[src/rtl/hack_cpu_core.sv]
// Hack CPU datapath and control: A, D and PC registers around an external ALU.
// C-instruction fields drive the ALU; results load A/D and resolve jumps.
module hack_cpu_core (
  input  logic        clk,
  input  logic        rst_n,
  input  logic [15:0] instruction,
  input  logic        instr_valid,
  input  logic [15:0] inM,
  input  logic [15:0] alu_out,
  input  logic        alu_zr,
  input  logic        alu_ng,
  output logic [15:0] alu_x,
  output logic [15:0] alu_y,
  output logic        alu_zx,
  output logic        alu_nx,
  output logic        alu_zy,
  output logic        alu_ny,
  output logic        alu_f,
  output logic        alu_no,
  output logic [15:0] outM,
  output logic        writeM,
  output logic [14:0] addressM,
  output logic [14:0] pc
);

  logic [15:0] a_q, a_d;
  logic [15:0] d_q, d_d;
  logic [14:0] pc_q, pc_d;

  logic        isC;
  logic        selM;
  logic        destA, destD, destM;
  logic        jlt, jeq, jgt;
  logic        jump;
  logic [14:0] pcInc;

  assign isC   = instruction[15];
  assign selM  = instruction[12];
  assign destA = instruction[5];
  assign destD = instruction[4];
  assign destM = instruction[3];
  assign jlt   = instruction[2];
  assign jeq   = instruction[1];
  assign jgt   = instruction[0];

  assign alu_x = d_q;
  assign alu_y = selM ? inM : a_q;

  // ALU control is only meaningful for C-instructions; A-instructions carry data in these bits.
  assign {alu_zx, alu_nx, alu_zy, alu_ny, alu_f, alu_no} = isC ? instruction[11:6] : 6'b0;

  assign outM     = alu_out;
  assign writeM   = instr_valid & rst_n & isC & destM;
  assign addressM = a_q[14:0];
  assign pc       = pc_q;

  assign jump  = isC & ((jlt & alu_ng) | (jeq & alu_zr) | (jgt & ~alu_ng & ~alu_zr));
  assign pcInc = pc_q + 15'd1;

  // Jump target uses the pre-update A, so a dA write and a jump in one instruction never interact.
  always_comb begin
    a_d  = a_q;
    d_d  = d_q;
    pc_d = pc_q;
    if (instr_valid) begin
      if (!isC) begin
        a_d  = instruction;
        pc_d = pcInc;
      end else begin
        if (destA) a_d = alu_out;
        if (destD) d_d = alu_out;
        pc_d = jump ? a_q[14:0] : pcInc;
      end
    end
  end

  always_ff @(posedge clk) begin
    if (!rst_n) begin
      a_q  <= 16'h0000;
      d_q  <= 16'h0000;
      pc_q <= 15'h0000;
    end else begin
      a_q  <= a_d;
      d_q  <= d_d;
      pc_q <= pc_d;
    end
  end

endmodule

[config.mk]
export PLATFORM = sky130hd
export DESIGN_NAME = hack_cpu_core
export DESIGN_NICKNAME = d
export VERILOG_FILES = /design/src/rtl/hack_cpu_core.sv
export SDC_FILE = /design/constraint.sdc
export NUM_CORES = 1
export LEC_CHECK = 0
export CAP_MARGIN = 20
export CORE_MARGIN = 8
export CORE_UTILIZATION = 40
export DETAILED_ROUTE_END_ITERATION = 8
export PLACE_DENSITY = 0.8
export SYNTH_ARGS = -nofsm -noshare
export SYNTH_HDL_FRONTEND = slang
export SYNTH_SLANG_ARGS = --single-unit
[constraint.sdc]
create_clock -name clk -period 3.4 [get_ports clk]
set_input_delay 0.34 -clock clk [delete_from_list [all_inputs] [get_ports clk]]
set_output_delay 0.34 -clock clk [all_outputs]
set_load 0.05 [all_outputs]
==> results of run 1 <==
cell type report:
cell class	count	share of cell area (%)
repair buffers	143	35.2
clock buffers	6	2.06
flip-flops and latches	47	23.5
clock inverters	1	0.125
inverters	6	0.562
multi-input cells	218	36.0
well taps	80	2.50
routing by layer:
layer / share of wire [%] / vias up / wire, um
met4: 0.50 / 0 / 44
li1: - / 1323 / -
met1: 42 / 1213 / 3720
met5: 0 / - / 0
met2: 50 / 84 / 4390
met3: 7.3 / 4 / 639
cell families (layout without fill, tap and decap cells):
kind of cell,Yosys count,in the layout,share of synthesized area [%]
and+or+nand+nor,105,105,18.3
buffers and inverters,59,156,12.9
DFF,47,47,34.4
AOI/OAI and AO/OA,71,71,17.9
muxes,41,41,16.0
adders and majority gates,1,1,0.457
synth_stat cells, types with 3 or more instances:
| master | n | share of area [%] |
|---|---|---|
| o21ai_0 | 13 | 2.4 |
| nor2_1 | 22 | 3.0 |
| a211oi_1 | 17 | 4.7 |
| nor4_1 | 8 | 1.8 |
| buf_2 | 7 | 1.3 |
| inv_1 | 5 | 0.69 |
| nand3_1 | 4 | 0.73 |
| clkbuf_1 | 12 | 1.6 |
| nor3_1 | 4 | 0.73 |
| dfxtp_1 | 47 | 34 |
| nand2_1 | 44 | 6.0 |
| mux2i_1 | 18 | 6.6 |
| mux2_2 | 23 | 9.5 |
| buf_4 | 31 | 8.5 |
| a32o_1 | 7 | 2.6 |
| a21oi_1 | 17 | 3.1 |
| and2_1 | 8 | 1.8 |
| a21boi_0 | 3 | 0.82 |
per-stage QoR:
| step | area, sq um | hold WS (ns) |
|---|---|---|
| 4_1_cts | 4010 | 0.459 |
| 3_5_place_dp | 3920 | 0.448 |
| 5_1_grt | 4010 | 0.476 |
| 3_3_place_gp | 3920 | 0.441 |
| 2_1_floorplan | 2740 | 0.449 |
| 6_report | 4010 | 0.458 |
power by group:
| group | total, mW | leakage [nW] | internal, mW | switching (mW) |
|---|---|---|---|---|
| registers | 0.609 | 0.384 | 0.578 | 0.0309 |
| clock network | 0.343 | 0.0470 | 0.160 | 0.183 |
| logic | 0.533 | 1.03 | 0.207 | 0.326 |
cells in the final DEF (no fill, tap or decap), types with 2 or more instances in the layout:
cell type	count
a211oi_1	17
nor2_1	22
buf_4	8
a21oi_1	17
nor2b_1	2
nor3_1	4
nor4_1	8
nand3b_1	2
clkbuf_8	6
a21boi_0	3
inv_1	5
and4_1	2
or3_1	2
a32o_1	7
nand4_1	2
mux2_2	23
a31oi_1	2
and2_1	8
o21a_1	2
o22ai_1	2
clkdlybuf4s50_1	135
o21ai_0	13
dfxtp_1	47
and3_1	2
mux2i_1	18
nand3_1	4
nand2_1	44
sequential cells by signal (all words and copies together) (netlist names):
signal  cells
a_q        16
pc         15
alu_x      16
tightest hold or removal path, delay by kind of cell, from the launching register on:
family / cells / cell delay [ns]
compound gates: 1 / 0.05
flops: 1 / 0.32
simple gates: 1 / 0.05
path summary, 6_finish.rpt:
check                   from   endpoint  slack [ns]  cells past startpoint
max          instruction[12]  alu_y[14]        0.59                      3
min                 alu_x[1]   alu_x[1]        0.46                      2
max reg2reg            pc[0]     pc[12]        1.52                      5
min reg2reg         alu_x[1]   alu_x[1]        0.46                      2
==> metrics.md, run 1 <==
| Metric | Value |
|---|---|
| Outcome | `finished, final reports clean` |
| Async SR Flop Fraction | `0%` |
| Inserted Diodes | `0` |
| Htree depth | `2` |
| First-pass GRT wire length | `13.8 mm` |
| GPL Wtd Cong | `0.787` |
| DPL Wire Length | `6.99 mm` |
| Largest net degree at the start of global routing | `31` |
| Crit path arrival time | `2.47 ns` |
| Grt peak-use layer | `met2` |
| Yosys reg bits | `47` |
| Placed instance count | `494` |
| Critical Path Max Stage Delay | `0.99 ns` |
| Static leakage | `1.46 nW` |
| TritonCTS clock tree | `done` |
| Post-route ant nets | `0` |
| Worst Skew | `0.00810 ns` |
| Synthesized instance count | `324` |
| CP Launch Type | `input port` |
| Total Wirelength | `8.80 mm` |
| Filler cells | `594` |
| Slew HR | `46.6%` |
| RSZ-0062 raised after global routing | `no` |
| Final Hold Vio Count | `0` |
| Final std cells w/o fill | `501` |
| Met3 usage | `5.57%` |
| Port bufs | `137` |
| VDD IR max | `234 uV` |
| DR pass1 iterations | `4` |
| Row cnt | `30` |
| Die Ht | `98.7 um` |
| Share of layout cells above drive strength 1 | `9.98%` |
| Post-synth EDFFs | `0` |
| Root Buffer | `clkbuf_8` |
| Synthesis Warnings | `0` |
| Number of global-route vias before repair | `2,601` |
| CTS clock-pin slew for the worst setup and hold paths | `0.09 ns` |
| Grt met2 use | `31.1%` |
| Pins Over Slew Limit | `0` |
| Prevailing post-synth register cell | `dfxtp_1` |
| Buf+Inv Stages, Crit Path | `2` |
| Critical-path top delay cell | `clkdlybuf4s50_1` |
| Clk_lat worst skew | `0.29 ns` |
| Maxcap violations | `0` |
| Crit Path Category | `input port to output pin` |
| DRT iter0 DRCs | `59` |
| Multi-input logic area | `1440 sq um` |
| Post-CTS Hold Buffers | `0` |
| Vias/cell | `5.24` |
| Final core area utilization | `59.6%` |
| Worst-margin pin slew | `0.799 ns` |
| Pwr/cell area | `371 nW/um^2` |
| Die area | `9750 sq um` |
| Tcrit/Tclk final | `82.6%` |
| IO Pins | `138` |
| Fmax | `356 MHz` |
| Cell Area, Synth | `2740 sq um` |
| Critical path, cell by cell | `clkdlybuf4s50_1, mux2_2, clkdlybuf4s50_1` |
| Tot Pwr | `1.48 mW` |
| Setup TNS Final | `0 ns` |
| TritonCTS Buffers | `5` |
| Pre-CTS WS | `0.562 ns` |
| Clock Path Buffers | `2` |
| Area growth syn-to-layout | `46.3%` |
| Residual DRC | `0` |
| Avg Inst Size Synth | `8.45 sq um` |
| Post-synth cell types | `42` |
| Post-cts sizing count | `0` |
| Postcts setup bufs | `0` |
| Tmin final | `2.81 ns` |
| Hold Crit Class | `flip-flop to flip-flop` |
| Sequential share of the synthesized area | `34.4%` |
| Clk sinks | `47` |
| Max FO, Critical Path | `18` |
| Total GRT Usage | `17.4%` |
| Setup ws final | `0.591 ns` |
| Syn nets | `378` |
| Routed vias | `2,624` |
| Initial antenna violation count | `0` |
| CORE AREA | `6720 sq um` |
| Nets | `475` |
| Initial cell density of the core | `40.7%` |
| CP top delay family | `buffers and inverters` |
| Worst Path Required | `3.06 ns` |
| Reg area | `941 sq um` |
| Grt total ovfl | `0` |
| Global Route met1 Usage | `19.7%` |
| Die width | `98.7 um` |
| Worst setup EP type | `output pin` |
| Routed wire length per instance | `17.6 um` |
| Final Setup Violations | `0` |
| Most frequent CP cell | `clkdlybuf4s50_1` |
Note: power is estimated with default switching activity, not from simulation.
==> run 2, diff against run 1 <==
Clock period 3.4 ns to 2.6 ns, I/O delays scaled along.
==> run 2 against run 1 <==
  * Combinational power is 33% higher
  * Global-route usage increased by 0.14 points
  * Worst setup slack better by 0.12 ns
  * Sequential cell count stayed put
  * Clock-buffer cell count is 2 higher
  * Die area is the same
  * Critical endpoint is now pc[6]
  * Routed wire length up 0.57%
  * Final cell count grew 0.40%
  * First-iteration DRC count increased by 32%
  * Total power grew 34%
  * Highest routed layer unchanged
  * Final area increased by 1.7%
==> metrics.md, run 2 (synthesis results as in run 1) <==
| Metric | Value |
|---|---|
| Tcrit/Tclk final | `72.6%` |
| Inserted Diodes | `0` |
| Clk_lat worst skew | `0.30 ns` |
| Multi-input logic area | `1440 sq um` |
| Internal power | `1.28 mW` |
| RSZ-0062 raised after global routing | `no` |
| Die Ht | `98.7 um` |
| Row cnt | `30` |
| Pre-CTS WS | `0.425 ns` |
| Reg area | `941 sq um` |
| Routed vias | `2,685` |
| DRT iter0 DRCs | `78` |
| Maxcap violations | `0` |
| Filler cells | `604` |
| DPL Wire Length | `6.99 mm` |
| Switching Fraction | `35.9%` |
| Comb pwr share | `35.6%` |
| Vias/cell | `5.34` |
| Worst Skew | `0.0117 ns` |
| Instance area at placement | `3970 sq um` |
| Static leakage | `1.53 nW` |
| Grt total ovfl | `0` |
| Final Setup Violations | `0` |
| Setup ws final | `0.713 ns` |
| VDD IR max | `326 uV` |
| Most frequent cells in the layout | `clkdlybuf4s50_1 (114), dfxtp_1 (47), nand2_1 (44)` |
| GPL Wtd Cong | `0.832` |
| Slew HR | `44.3%` |
| FF-to-FF End | `pc[12]` |
| Clock Path Buffers | `2` |
| Worst Hold Depth | `2` |
| Fmax | `530 MHz` |
| Residual DRC | `0` |
| TritonCTS clock tree | `done` |
| Initial cell density of the core | `40.7%` |
| Root Buffer | `clkbuf_8` |
| CTS clock-pin slew for the worst setup and hold paths | `0.08 ns` |
| Setup TNS Final | `0 ns` |
| Critical Path Max Stage Delay | `0.87 ns` |
| Worst Setup EP | `pc[6]` |
| DR pass1 iterations | `4` |
| Crit path arrival time | `1.63 ns` |
| Max FO, Critical Path | `7` |
| TritonCTS Buffers | `5` |
| Worst-margin pin slew | `0.835 ns` |
| Tmin final | `1.89 ns` |
| Total Wirelength | `8.85 mm` |
| Routed wire length per instance | `17.6 um` |
| Htree depth | `2` |
| Worst Path Required | `2.34 ns` |
| Post-CTS Hold Buffers | `0` |
| First-pass GRT wire length | `13.9 mm` |
| Critical path, cell by cell | `clkdlybuf4s50_1` |
| Nets | `476` |
| CORE AREA | `6720 sq um` |
| Final Hold Vio Count | `0` |
| Post-cts sizing count | `0` |
| Pins Over Slew Limit | `0` |
| Worst setup EP type | `output pin` |
| Die width | `98.7 um` |
| CP Launch Type | `flip-flop` |
| Sequential Power Share | `40.0%` |
| Clk sinks | `47` |
| Worst reg-to-reg setup slack | `0.75 ns` |
| Cell count along the critical path | `1` |
| Crit Path Category | `flip-flop to output pin` |
| Net Sw Power | `0.715 mW` |
| Commonest non-fill, non-tap cell in the layout | `clkdlybuf4s50_1` |
| Area growth syn-to-layout | `48.8%` |
| R2R depth | `5` |
| Initial antenna violation count | `0` |
| Outcome | `finished, final reports clean` |
| Die area | `9750 sq um` |
| Post-route ant nets | `0` |
| Share of total power in the clock network | `24.4%` |
| Buf+Inv Stages, Crit Path | `1` |
| Number of global-route vias before repair | `2,705` |
| IO Pins | `138` |
| Postcts setup bufs | `0` |
| R2r startpoint | `pc[0]` |
| Post-route cell area | `4070 sq um` |
| Hold Crit Class | `flip-flop to flip-flop` |
| Share of layout cells above drive strength 1 | `15.1%` |
| Largest net degree at the start of global routing | `30` |
| Port bufs | `137` |
| Critical-path top delay cell | `clkdlybuf4s50_1` |
| Pwr/cell area | `489 nW/um^2` |
| CP top delay family | `buffers and inverters` |
| Total GRT Usage | `17.5%` |
| Crit path launch | `pc[6]` |
==> run 2: worst reg2reg max path: stages (launching register included) <==
cell	delay, ns
dfxtp_1	0.46
ha_1	0.24
nand3_1	0.29
nor4_1	0.45
mux2_2	0.24
a221oi_1	0.06
==> run 2: area by class of cell <==
type | instances | area share (%)
Sequential cell | 47 | 23.1
Tap cell | 80 | 2.46
Clock buffer | 8 | 2.46
Multi-Input combinational cell | 218 | 35.4
Timing Repair Buffer | 144 | 36.0
Inverter | 6 | 0.553
==> run 2: worst min path at each step <==
stage | endpoint | startpoint | slack, ns
6_report | alu_x[9] | alu_x[9] | 0.46
5_1_grt | alu_x[12] | alu_x[12] | 0.49
4_1_cts | alu_x[13] | alu_x[13] | 0.46
3_5_place_dp | alu_x[15] | alu_x[15] | 0.45
3_3_place_gp | alu_x[13] | alu_x[13] | 0.44
2_1_floorplan | alu_x[0] | alu_out[0] | 0.40
==> run 2: through the flow <==
step	hold slack [ns]	power, mW	utilization (%)	cells
after floorplan	0.396	1.28	-	324
after global placement	0.442	1.52	59.1	495
after detailed placement	0.450	1.53	59.1	495
after CTS	0.461	2.01	60.6	503
after global routing	0.487	2.08	60.6	503
final	0.461	1.99	60.6	503
==> run 2: power by group through the flow <==
stage / clock, mW / combinational, mW / sequential [mW]
after global placement: 0 / 0.705 / 0.812
final: 0.486 / 0.710 / 0.796
after detailed placement: 0 / 0.713 / 0.813
after floorplan: 0 / 0.418 / 0.858
after CTS: 0.496 / 0.715 / 0.796
after global routing: 0.532 / 0.745 / 0.802
==> run 2: layer usage <==
metal	global-route usage, %	share of wire [%]
met4	2.83	0.83
met2	30.6	49
met3	6.55	7.7
met5	0	0
met1	20.0	42
==> run 3, diff against run 2 <==
Settings changed: CORE_UTILIZATION 40 to 37, PLACE_DENSITY 0.8 to 0.78.
Clock period 2.6 ns to 1.7 ns, I/O delays scaled along.
==> run 3 against run 2 <==
  * Via count increased by 3.4%
  * Sequential power increased by 52%
  * Sequential share of layout area decreased by 1.3 points
  * Clock skew decreased by 0.0034 ns
  * Hold slack got worse by 0.036 ns
  * Sequential cell count unchanged
  * Critical path type unchanged
  * Combinational power increased by 66%
  * Final area increased by 7.5%
  * First-iteration DRC count increased by 110%
==> metrics.md, run 3 (synthesis results as in run 1) <==
| Metric | Value |
|---|---|
| Outcome | `finished, final reports clean` |
| Pins Over Slew Limit | `0` |
| Final Setup Violations | `0` |
| Share of total power in the clock network | `21.4%` |
| Maxcap violations | `0` |
| Filler cells | `620` |
| TritonCTS clock tree | `done` |
| Die area | `10,400 sq um` |
| Vias/cell | `5.15` |
| TritonCTS Buffers | `5` |
| Die width | `102 um` |
| GPL Wtd Cong | `0.843` |
| Worst Path Required | `1.53 ns` |
| Total GRT Usage | `17.9%` |
| First-pass GRT wire length | `14.7 mm` |
| Max FO, Critical Path | `2` |
| Worst Skew | `0.00833 ns` |
| Die Ht | `102 um` |
| Comb pwr share | `38.8%` |
| RSZ-0062 raised after global routing | `no` |
| R2r startpoint | `pc[0]` |
| Hold_sp | `instruction[15]` |
| Tmin final | `1.62 ns` |
| Pwr/cell area | `697 nW/um^2` |
| Clk_lat worst skew | `0.30 ns` |
| R2R depth | `5` |
| Net Sw Power | `1.11 mW` |
| Sequential Power Share | `39.8%` |
| Slew HR | `62.9%` |
| Worst setup EP type | `output pin` |
| Residual DRC | `0` |
| Final Hold Vio Count | `0` |
| Htree depth | `2` |
| Root Buffer | `clkbuf_8` |
| Port bufs | `137` |
| CP top delay family | `buffers and inverters` |
| Routed wire length per instance | `17.3 um` |
| Critical Path Max Stage Delay | `0.81 ns` |
| Critical-path top delay cell | `clkdlybuf4s50_1` |
| Static leakage | `1.79 nW` |
| Critical path, cell by cell | `clkdlybuf4s50_1` |
| Commonest non-fill, non-tap cell in the layout | `buf_4` |
| Tcrit/Tclk final | `95.6%` |
| FF-to-FF End | `pc[12]` |
| Tot Pwr | `3.05 mW` |
| Worst reg-to-reg setup slack | `0.14 ns` |
| Nets | `493` |
| Total Wirelength | `9.35 mm` |
| Largest net degree at the start of global routing | `33` |
| DPL Wire Length | `7.46 mm` |
| Initial antenna violation count | `0` |
| Reg area | `952 sq um` |
| Setup ws final | `0.0755 ns` |
| DRT iter0 DRCs | `164` |
| Inserted Diodes | `0` |
| Grt total ovfl | `0` |
| Share of layout cells above drive strength 1 | `32.0%` |
| Number of global-route vias before repair | `2,830` |
| Area growth syn-to-layout | `59.9%` |
| VDD IR max | `406 uV` |
| Initial cell density of the core | `37.9%` |
| Buf+Inv Stages, Crit Path | `1` |
| Crit path arrival time | `1.45 ns` |
| IO Pins | `138` |
| CP Launch Type | `flip-flop` |
| Worst Hold Depth | `3` |
| Row cnt | `31` |
| Hold Path Sink | `a_q[0]` |
| Clk sinks | `47` |
| Routed vias | `2,777` |
| DR pass1 iterations | `6` |
| Hold Crit Class | `input port to flip-flop` |
| Pre-CTS WS | `-0.280 ns` |
| Internal power | `1.94 mW` |
| Multi-input logic area | `1450 sq um` |
| CTS clock-pin slew for the worst setup and hold paths | `0.09 ns` |
| Most frequent cells in the layout | `buf_4 (67), clkdlybuf4s50_1 (63), nand2_1 (44)` |
| Worst-margin pin slew | `0.552 ns` |
| Fmax | `616 MHz` |
| CORE AREA | `7210 sq um` |
| Switching Fraction | `36.4%` |
| Post-route ant nets | `0` |
| Clock Path Buffers | `2` |
| Crit Path Category | `flip-flop to output pin` |
[run 3: power groups by stage]
stage / registers [mW] / logic (mW) / clock network (mW)
6_report: 1.21 / 1.18 / 0.652
5_1_grt: 1.22 / 1.24 / 0.725
4_1_cts: 1.21 / 1.19 / 0.666
3_5_place_dp: 1.24 / 1.19 / 0
3_3_place_gp: 1.24 / 1.17 / 0
2_1_floorplan: 1.31 / 0.640 / 0
[run 3: area by class of cell]
cell class | instances | share of cell area [%]
multi-input cells | 218 | 33.1
repair buffers | 161 | 39.9
clock buffers | 7 | 1.74
inverters | 6 | 0.515
well taps | 99 | 2.83
flip-flops and latches | 47 | 21.8
clock inverters | 1 | 0.114
[run 3: timing repair]
action,in CTS,in global routing
hold buffers,0,0
setup buffers,0,1
resized for setup,0,3
setup endpoints to repair,0,9
[run 3: layer usage]
layer,track usage [%],share of wire (%),vias to the layer above
met5,0,0,-
met4,5.64,1.8,0
met3,7.29,10,20
met2,30.0,49,124
met1,20.2,39,1273
li1,-,-,1360
[run 3: metrics by stage]
stage	hold slack, ns	instances	cell area (sq um)	setup TNS (ns)	utilization, %
6_report	0.425	539	4380	0	60.7
4_1_cts	0.459	538	4360	0	60.4
5_1_grt	0.474	539	4380	0	60.7
3_5_place_dp	0.447	530	4280	-3.47	59.3
2_1_floorplan	0.306	324	2750	-0.0250	-
3_3_place_gp	0.441	530	4280	-2.67	59.3
[run 3: worst max-delay path by stage]
| stage | start | end | slack (ns) | depth (start not counted) |
|---|---|---|---|---|
| 2_1_floorplan | pc[9] | pc[12] | -0.02 | 4 |
| 3_3_place_gp | alu_ng | pc[11] | -0.22 | 6 |
| 3_5_place_dp | alu_ng | pc[10] | -0.28 | 6 |
| 4_1_cts | alu_ng | pc[5] | 0.01 | 6 |
| 5_1_grt | alu_x[1] | alu_x[1] | 0.006 | 1 |
| 6_report | alu_x[1] | alu_x[1] | 0.08 | 1 |
